**src/rtl/ex_divider.sv**
```systemverilog
`default_nettype none
// ============================================================================
// Module   : ex_divider
// Purpose  : Iterative restoring radix-2 divider for DIV/DIVU in the EX stage.
// Revision : 1.0 - initial release
// ============================================================================
module ex_divider #(
  parameter int DATA_W = 32
) (
  input  logic              clk,
  input  logic              rst,
  input  logic              start,
  input  logic              signed_op,
  input  logic [DATA_W-1:0] opr1,
  input  logic [DATA_W-1:0] opr2,
  input  logic              cancel,
  input  logic              hold,
  output logic              stall_req,
  output logic              done,
  output logic [DATA_W-1:0] quot,
  output logic [DATA_W-1:0] rem
);

  localparam int               CNT_W     = (DATA_W > 2) ? $clog2(DATA_W) : 1;
  localparam int               PR_W      = 2 * DATA_W + 1;
  localparam logic [CNT_W-1:0] LAST_STEP = CNT_W'(DATA_W - 1);

  typedef enum logic [1:0] {
    S_IDLE = 2'd0,
    S_RUN  = 2'd1,
    S_DONE = 2'd2
  } state_t;

  state_t              state_q,    state_d;
  logic [CNT_W-1:0]    cnt_q,      cnt_d;
  logic [PR_W-1:0]     pr_q,       pr_d;
  logic [DATA_W-1:0]   divisor_q,  divisor_d;
  logic                quot_neg_q, quot_neg_d;
  logic                rem_neg_q,  rem_neg_d;
  logic [DATA_W-1:0]   quot_q,     quot_d;
  logic [DATA_W-1:0]   rem_q,      rem_d;

  logic                stall_c;
  logic [DATA_W-1:0]   opr1_abs;
  logic [DATA_W-1:0]   opr2_abs;
  logic [PR_W-1:0]     pr_shift;
  logic [DATA_W+1:0]   trial;
  logic [PR_W-1:0]     pr_step;
  logic [DATA_W-1:0]   quot_mag;
  logic [DATA_W-1:0]   rem_mag;

  // Magnitudes; the most negative value maps onto itself, which is correct as unsigned.
  always_comb begin
    opr1_abs = (signed_op && opr1[DATA_W-1]) ? -opr1 : opr1;
    opr2_abs = (signed_op && opr2[DATA_W-1]) ? -opr2 : opr2;
  end

  // One restoring step: shift left, try subtracting the divisor from the upper half.
  always_comb begin
    pr_shift = pr_q << 1;
    trial    = {1'b0, pr_shift[PR_W-1:DATA_W]} - {2'b00, divisor_q};
    if (!trial[DATA_W+1]) begin
      pr_step = {trial[DATA_W:0], pr_shift[DATA_W-1:1], 1'b1};
    end else begin
      pr_step = pr_shift;
    end
    quot_mag = pr_step[DATA_W-1:0];
    rem_mag  = pr_step[2*DATA_W-1:DATA_W];
  end

  always_comb begin
    state_d    = state_q;
    cnt_d      = cnt_q;
    pr_d       = pr_q;
    divisor_d  = divisor_q;
    quot_neg_d = quot_neg_q;
    rem_neg_d  = rem_neg_q;
    quot_d     = quot_q;
    rem_d      = rem_q;
    stall_c    = 1'b0;

    if (cancel) begin
      state_d = S_IDLE;
    end else begin
      case (state_q)
        S_IDLE: begin
          if (start) begin
            stall_c    = 1'b1;
            pr_d       = {{(DATA_W+1){1'b0}}, opr1_abs};
            divisor_d  = opr2_abs;
            quot_neg_d = signed_op & (opr1[DATA_W-1] ^ opr2[DATA_W-1]);
            rem_neg_d  = signed_op & opr1[DATA_W-1];
            cnt_d      = '0;
            if (opr2 == '0) begin
              // Divide by zero completes at once with a fixed, non-trapping result.
              state_d = S_DONE;
              quot_d  = '1;
              rem_d   = opr1;
            end else begin
              state_d = S_RUN;
            end
          end
        end
        S_RUN: begin
          stall_c = 1'b1;
          pr_d    = pr_step;
          cnt_d   = cnt_q + 1'b1;
          if (cnt_q == LAST_STEP) begin
            quot_d  = quot_neg_q ? -quot_mag : quot_mag;
            rem_d   = rem_neg_q  ? -rem_mag  : rem_mag;
            state_d = S_DONE;
          end
        end
        S_DONE: begin
          // start is deliberately ignored here so a held instruction cannot re-issue.
          if (!hold) begin
            state_d = S_IDLE;
          end
        end
        default: begin
          state_d = S_IDLE;
        end
      endcase
    end
  end

  always_ff @(posedge clk or posedge rst) begin
    if (rst) begin
      state_q    <= S_IDLE;
      cnt_q      <= '0;
      pr_q       <= '0;
      divisor_q  <= '0;
      quot_neg_q <= 1'b0;
      rem_neg_q  <= 1'b0;
      quot_q     <= '0;
      rem_q      <= '0;
    end else begin
      state_q    <= state_d;
      cnt_q      <= cnt_d;
      pr_q       <= pr_d;
      divisor_q  <= divisor_d;
      quot_neg_q <= quot_neg_d;
      rem_neg_q  <= rem_neg_d;
      quot_q     <= quot_d;
      rem_q      <= rem_d;
    end
  end

  assign stall_req = stall_c & ~rst;
  assign done      = (state_q == S_DONE);
  assign quot      = quot_q;
  assign rem       = rem_q;

endmodule
`default_nettype wire

```
**config.mk**
```make
export PLATFORM = sky130hd
export DESIGN_NAME = ex_divider
export DESIGN_NICKNAME = d
export VERILOG_FILES = /design/src/rtl/ex_divider.sv
export SDC_FILE = /design/constraint.sdc
export NUM_CORES = 1
export LEC_CHECK = 0
export ABC_AREA = 1
export CELL_PAD_IN_SITES_DETAIL_PLACEMENT = 1
export CELL_PAD_IN_SITES_GLOBAL_PLACEMENT = 1
export CORE_UTILIZATION = 37
export DETAILED_ROUTE_END_ITERATION = 16
export PLACE_DENSITY_LB_ADDON = 0.1
export SLEW_MARGIN = 10
export SYNTH_ARGS = -nofsm -noshare
export SYNTH_HDL_FRONTEND = slang
export SYNTH_SLANG_ARGS = --single-unit
```
**constraint.sdc**
```tcl
create_clock -name clk -period 5.8 [get_ports clk]
set_input_delay 1.16 -clock clk [delete_from_list [all_inputs] [get_ports clk]]
set_output_delay 1.16 -clock clk [all_outputs]
set_load 0.005 [all_outputs]
```
== After elaboration in Yosys (flattened, before gate mapping) ==
Cells that the tools add are included.

* Register bits after elaboration: 169
* Bits of input ports: 70
* Output and inout bits: 66
* Word-level logic and storage cells: 64

* $add $sub $neg: 6
* Equal/unequal tests: 9
* Multiplexer cells: 26
* Bitwise operators: 6
* Reductions and logical operators: 9

{| class="wikitable"
|+ Operators with widths
! cell !! number
|-
| two-way mux 32 bit || 10
|-
| two-way mux 64 bit || 2
|-
| negation 32 bit || 4
|-
| one-hot mux 32 bit (2 select lines) || 2
|-
| one-hot mux 64 bit (2 select lines) || 1
|-
| subtractor 33 x 32 -> 34 bit || 1
|-
| logical NOT 32 bit || 1
|-
| two-way mux 2 bit || 5
|-
| one-hot mux 5 bit (2 select lines) || 1
|-
| != test 3 bit, second input constant || 3
|-
| AND reduction 3 bit || 3
|-
| != test 2 bit, second input constant || 3
|-
| one-hot mux 2 bit (3 select lines) || 1
|-
| adder 5 x 1 -> 5 bit, second input constant || 1
|-
| == test 5 bit, second input constant || 1
|-
| two-way mux 5 bit || 1
|-
| AND reduction 5 bit || 1
|-
| bitwise AND 1 bit || 3
|-
| == test 2 x 1 -> 1 bit, second input constant || 1
|-
| == test 2 bit, second input constant || 1
|-
| logical AND 1 bit || 2
|-
| logical NOT 2 bit || 1
|-
| two-way mux 1 bit || 2
|-
| NOT 1 bit || 2
|-
| other kinds (3) || 3
|}

== Depth between registers and ports, before layout ==
* Depth after elaboration: 6
* Depth in mapped cells: 26
* Depth with buffers taken out: 25

== Least setup slack after synthesis ==
Ideal clock, no wire load.

* Kind: register to register
* Start: register pr_q[53]
* End: register quot_q[28] (netlist: quot[28])
* Setup time: 124 ps
* Arrival: 3,244 ps
* Required time: 5,676 ps
* Path slack: 2,432 ps
* Cell stages (with the launch flop): 23
* Path buffers: 1
* Clock period less this slack: 3,368 ps
* Cells stage by stage: dfrtp_1 > ha_1 > nand2_1 > inv_2 > nand2_2 > inv_1 > a21oi_2 > nor2_2 > nor2_8 > nand2_8 > inv_2 > buf_6 > ha_1 > nand4_1 > nor2_1 > nand3_1 > nor3_2 > nand3_1 > or2_2 > o21ai_1 > nand2_1 > nor3_1 > o21ai_1

* Word-level cells in the longest chain between the ends: 6

{| class="wikitable"
|+ RTL lines
! element !! line !! RTL
|-
| from (decl) || 36 || <nowiki>logic [PR_W-1:0] pr_q, pr_d;</nowiki>
|-
| from (signal assigned) || 140 || <nowiki>pr_q <= pr_d;</nowiki>
|-
| subtractor 33 x 32 -> 34 bit || 61 || <nowiki>trial = {1'b0, pr_shift[PR_W-1:DATA_W]} - {2'b00, divisor_q};</nowiki>
|-
| two-way mux 64 bit || 62 || <nowiki>if (!trial[DATA_W+1]) begin</nowiki>
|-
| negation 32 bit || 109 || <nowiki>quot_d = quot_neg_q ? -quot_mag : quot_mag;</nowiki>
|-
| two-way mux 32 bit || 109 ||
|-
| two-way mux 32 bit || 108 || <nowiki>if (cnt_q == LAST_STEP) begin</nowiki>
|-
| one-hot mux 32 bit (2 select lines) || 85 || <nowiki>case (state_q)</nowiki>
|-
| to (signal assigned) || 144 || <nowiki>quot_q <= quot_d;</nowiki>
|-
| to (decl) || 40 || <nowiki>logic [DATA_W-1:0] quot_q, quot_d;</nowiki>
|}

Every way passes these cells. The select of a mux whose other input is x is not followed.
A chain may end at the register's enable or synchronous reset.

== Worst setup path after layout ==
* Start: register divisor_q[22]
* End: register quot_q[26] (netlist: quot[26])

* Word-level cells in the longest chain between the ends: 6

{| class="wikitable"
|+ RTL lines
! element !! line !! RTL
|-
| from (decl) || 37 || <nowiki>logic [DATA_W-1:0] divisor_q, divisor_d;</nowiki>
|-
| from (signal assigned) || 141 || <nowiki>divisor_q <= divisor_d;</nowiki>
|-
| subtractor 33 x 32 -> 34 bit || 61 ||
|-
| two-way mux 64 bit || 62 ||
|-
| negation 32 bit || 109 ||
|-
| two-way mux 32 bit || 109 ||
|-
| two-way mux 32 bit || 108 ||
|-
| one-hot mux 32 bit (2 select lines) || 85 ||
|}

Every way passes these cells. The select of a mux whose other input is x is not followed.

==> results.yml <==
floorplanning:
  dieArea_um2: 36800
  die-width_um: 192
  io_pins: 136
  die_y_um: 192
  start_util_pct: 37.5
  core.rowCount: 69
  core_area_um2: 35600
logic_synthesis:
  synth_seq_cells: 169
  synthCells: 2070
  synth_edf_count: 0
  yosys_warnings: 0
  synth_top_area_share_pct: 31.7
  synthDistinctLibCells: 58
  yosysTopAreaCell: "dfrtp_1"
  async_flop_share_pct: 100
  syn_nets: 2179
  ys_seq_area_share_pct: 31.7
  avgSynthCellArea_um2: 6.45
  yosys-top-cells-area: "dfrtp_1, nand2_1, inv_1"
  synthFlopType: "dfrtp_1"
  netlist_area_um2: 13300
cts:
  cts_resized: 0
  root_buffer: "clkbuf_16"
  hold_buffers: 0
  htree_levels: 4
  postCtsSetupBuffers: 0
  path_clk_slew_ns: 0.08
  cts_buffers: 17
  clock_latency_ns: 0.46
  cts_tree: "done"
  clock_sinks: 169
  cts_max_path_buffers: 2
global_routing:
  grt_pass1_vias: 14200
  track_usage_pct: 28.8
  grt_max_degree: 93
  gr-total-overflow: 0
  grt_pass1_wl_mm: 80.7
  antenna_found_initial: 2
final_layout:
  final_cell_mix: "nand2_1, inv_1, nor2_1, dfrtp_1, clkdlybuf4s50_1"
  fillerInstances: 4740
  layout-drive-gt1-share_pct: 6.30
  layout.nets: 2271
  final_common_cell: "nand2_1"
  postLayoutCellArea_um2: 15700
  syn_to_final_growth_pct: 17.3
detailed_routing:
  routed-via-count: 14100
  avgViaCountPerCell: 5.34
  drc_errors: 0
  ant_nets: 0
  dr.first_iter.drc_count: 1064
  wl_mm: 51.6
  wire_per_inst_um: 19.6
  firstDrtPassIters: 5
power:
  p_per_area_nw_per_um2: 717
  p_comb_share_pct: 69.9
  p_seq_share_pct: 19.4
  ir_drop_v: 0.000333
  p_switching_mw: 6.35
  p_int_mw: 4.86
  pwr-share-clk_pct: 10.7
  p_leak_nw: 7.78
  p_sw_share_pct: 56.6
sta:
  max_clock_freq_ghz: 0.217
  final-setup-viol-count: 0
  post-route-min-period_ns: 4.60
  grt_setup_unrepaired: "no"
  worstMarginPinSlew_ns: 1.15
  clock_skew_ns: 0.0110
  hold_viol_final: 0
  report.final.slew_viol_count: 0
  timing.final.crit_share_pct: 79.3
  max-slew-margin-rel_pct: 23.4
  setup_tns_ns: 0
run_status:
  status: "finished, final reports clean"
placement:
  place_hpwl_mm: 40.0
  placed_area_um2: 15100
  io_buffers: 135
  gp_congestion: 0.902
worst_setup_path:
  cp.required_ns: 6.12
  cp-end-kind: "register"
  crit_type: "reg2reg"
  cp-start-kind: "register"
  worstPathMaxFanout: 44
  worstPathArrival_ns: 4.92
min_path:
  hp-class: "reg2reg"
job:
  max_cap_violations: 0
[metrics by stage]
stage               cells  worst slack (ns)  power, mW  hold slack (ns)  util [%]
floorplan            2070            0.0649       7.47            0.434         -
global placement     2604              1.01       9.78            0.452      42.3
detailed placement   2604             0.971       9.94            0.466      42.3
CTS                  2636              1.27       11.2            0.476      44.0
global route         2636             0.769       12.2            0.506      44.0
finish               2637              1.20       11.2            0.468      44.0
[state kept, by name (all words and copies together) (netlist names)]
name	flops
cnt_q	5
divisor_q	32
pr_q	64
quot	32
quot_neg_q	1
rem	32
rem_neg_q	1
state_q	2
[kinds of logic after synthesis]
family	after synthesis	synth area share [%]
buffers and inverters	376	11.1
AND/OR/NAND/NOR	1117	36.4
adder cells (fa/ha/maj)	39	3.71
XOR/XNOR	52	3.41
flip-flops	169	31.7
AO/OA/AOI/OAI	317	13.7
[synthesized netlist by cell type (4+ instances only)]
library cell	n
buf_6	4
a21oi_1	81
ha_1	38
o21ai_1	20
nand3b_1	13
a22o_1	4
nor4_1	7
dfrtp_1	169
o21ai_0	128
buf_2	14
nand2_1	654
nor3_1	33
o2111ai_1	7
nand3_2	7
nor2_2	11
o211ai_1	19
nand2_2	24
inv_2	9
nand4_1	34
clkbuf_1	50
or2_2	6
inv_1	291
a31oi_1	13
nor2_4	4
o21ai_2	6
xor2_1	42
nor2_1	182
o22ai_1	12
nand3_1	124
nor3_2	7
xnor2_1	10
[critical path, cell delays in order, from the launching register on]
cell     delay (ns)
dfrtp_1        0.38
inv_1          0.13
ha_1           0.33
nand2_1        0.15
inv_2          0.05
nand2_2        0.10
inv_1          0.06
a21oi_2        0.20
nor2_2         0.09
nor2_8         0.26
nand2_8        0.26
inv_2          0.32
ha_1           0.30
nand4_1        0.17
nor2_1         0.12
nand3_1        0.13
nor3_2         0.25
nand3_1        0.21
or2_2          0.33
o21ai_1        0.23
o21ai_0        0.11
a21oi_1        0.16
o21ai_0        0.08
[final cells by class]
type | count | area [um^2] | share of cell area, %
multi-input cells | 1525 | 7660 | 48.9
clock buffers | 21 | 480 | 3.07
diodes | 1 | 2.50 | 0.0160
repair buffers | 147 | 1450 | 9.29
flip-flops and latches | 169 | 4230 | 27.0
clock inverters | 11 | 113 | 0.720
well taps | 461 | 577 | 3.69
inverters | 302 | 1140 | 7.28
[per-layer routing]
layer | vias up | wire [um] | track usage [%]
met1 | 6861 | 25500 | 42.6
met5 | - | 0 | 0
met2 | 370 | 22200 | 43.0
met3 | 52 | 2910 | 4.29
met4 | 0 | 961 | 7.91
li1 | 6800 | - | -
[power by group through the flow]
stage	logic (mW)	clock network, mW	registers [mW]
global placement	7.61	0	2.17
floorplan	5.44	0	2.03
global route	8.73	1.25	2.25
finish	7.84	1.20	2.18
CTS	7.80	1.21	2.17
detailed placement	7.75	0	2.19
[worst paths after layout]
| check | from | endpoint | slack [ns] | cells past startpoint |
|---|---|---|---|---|
| max | divisor_q[22] | quot[26] | 1.20 | 22 |
| min in group asynchronous | rst | state_q[0] | 1.30 | 2 |
| min | cnt_q[3] | cnt_q[3] | 0.47 | 1 |
| min reg2reg | cnt_q[3] | cnt_q[3] | 0.47 | 1 |
| max reg2reg | divisor_q[22] | quot[26] | 1.20 | 22 |
| max in group asynchronous | rst | rem[12] | 3.44 | 3 |
Note: power is estimated with default switching activity, not from simulation.
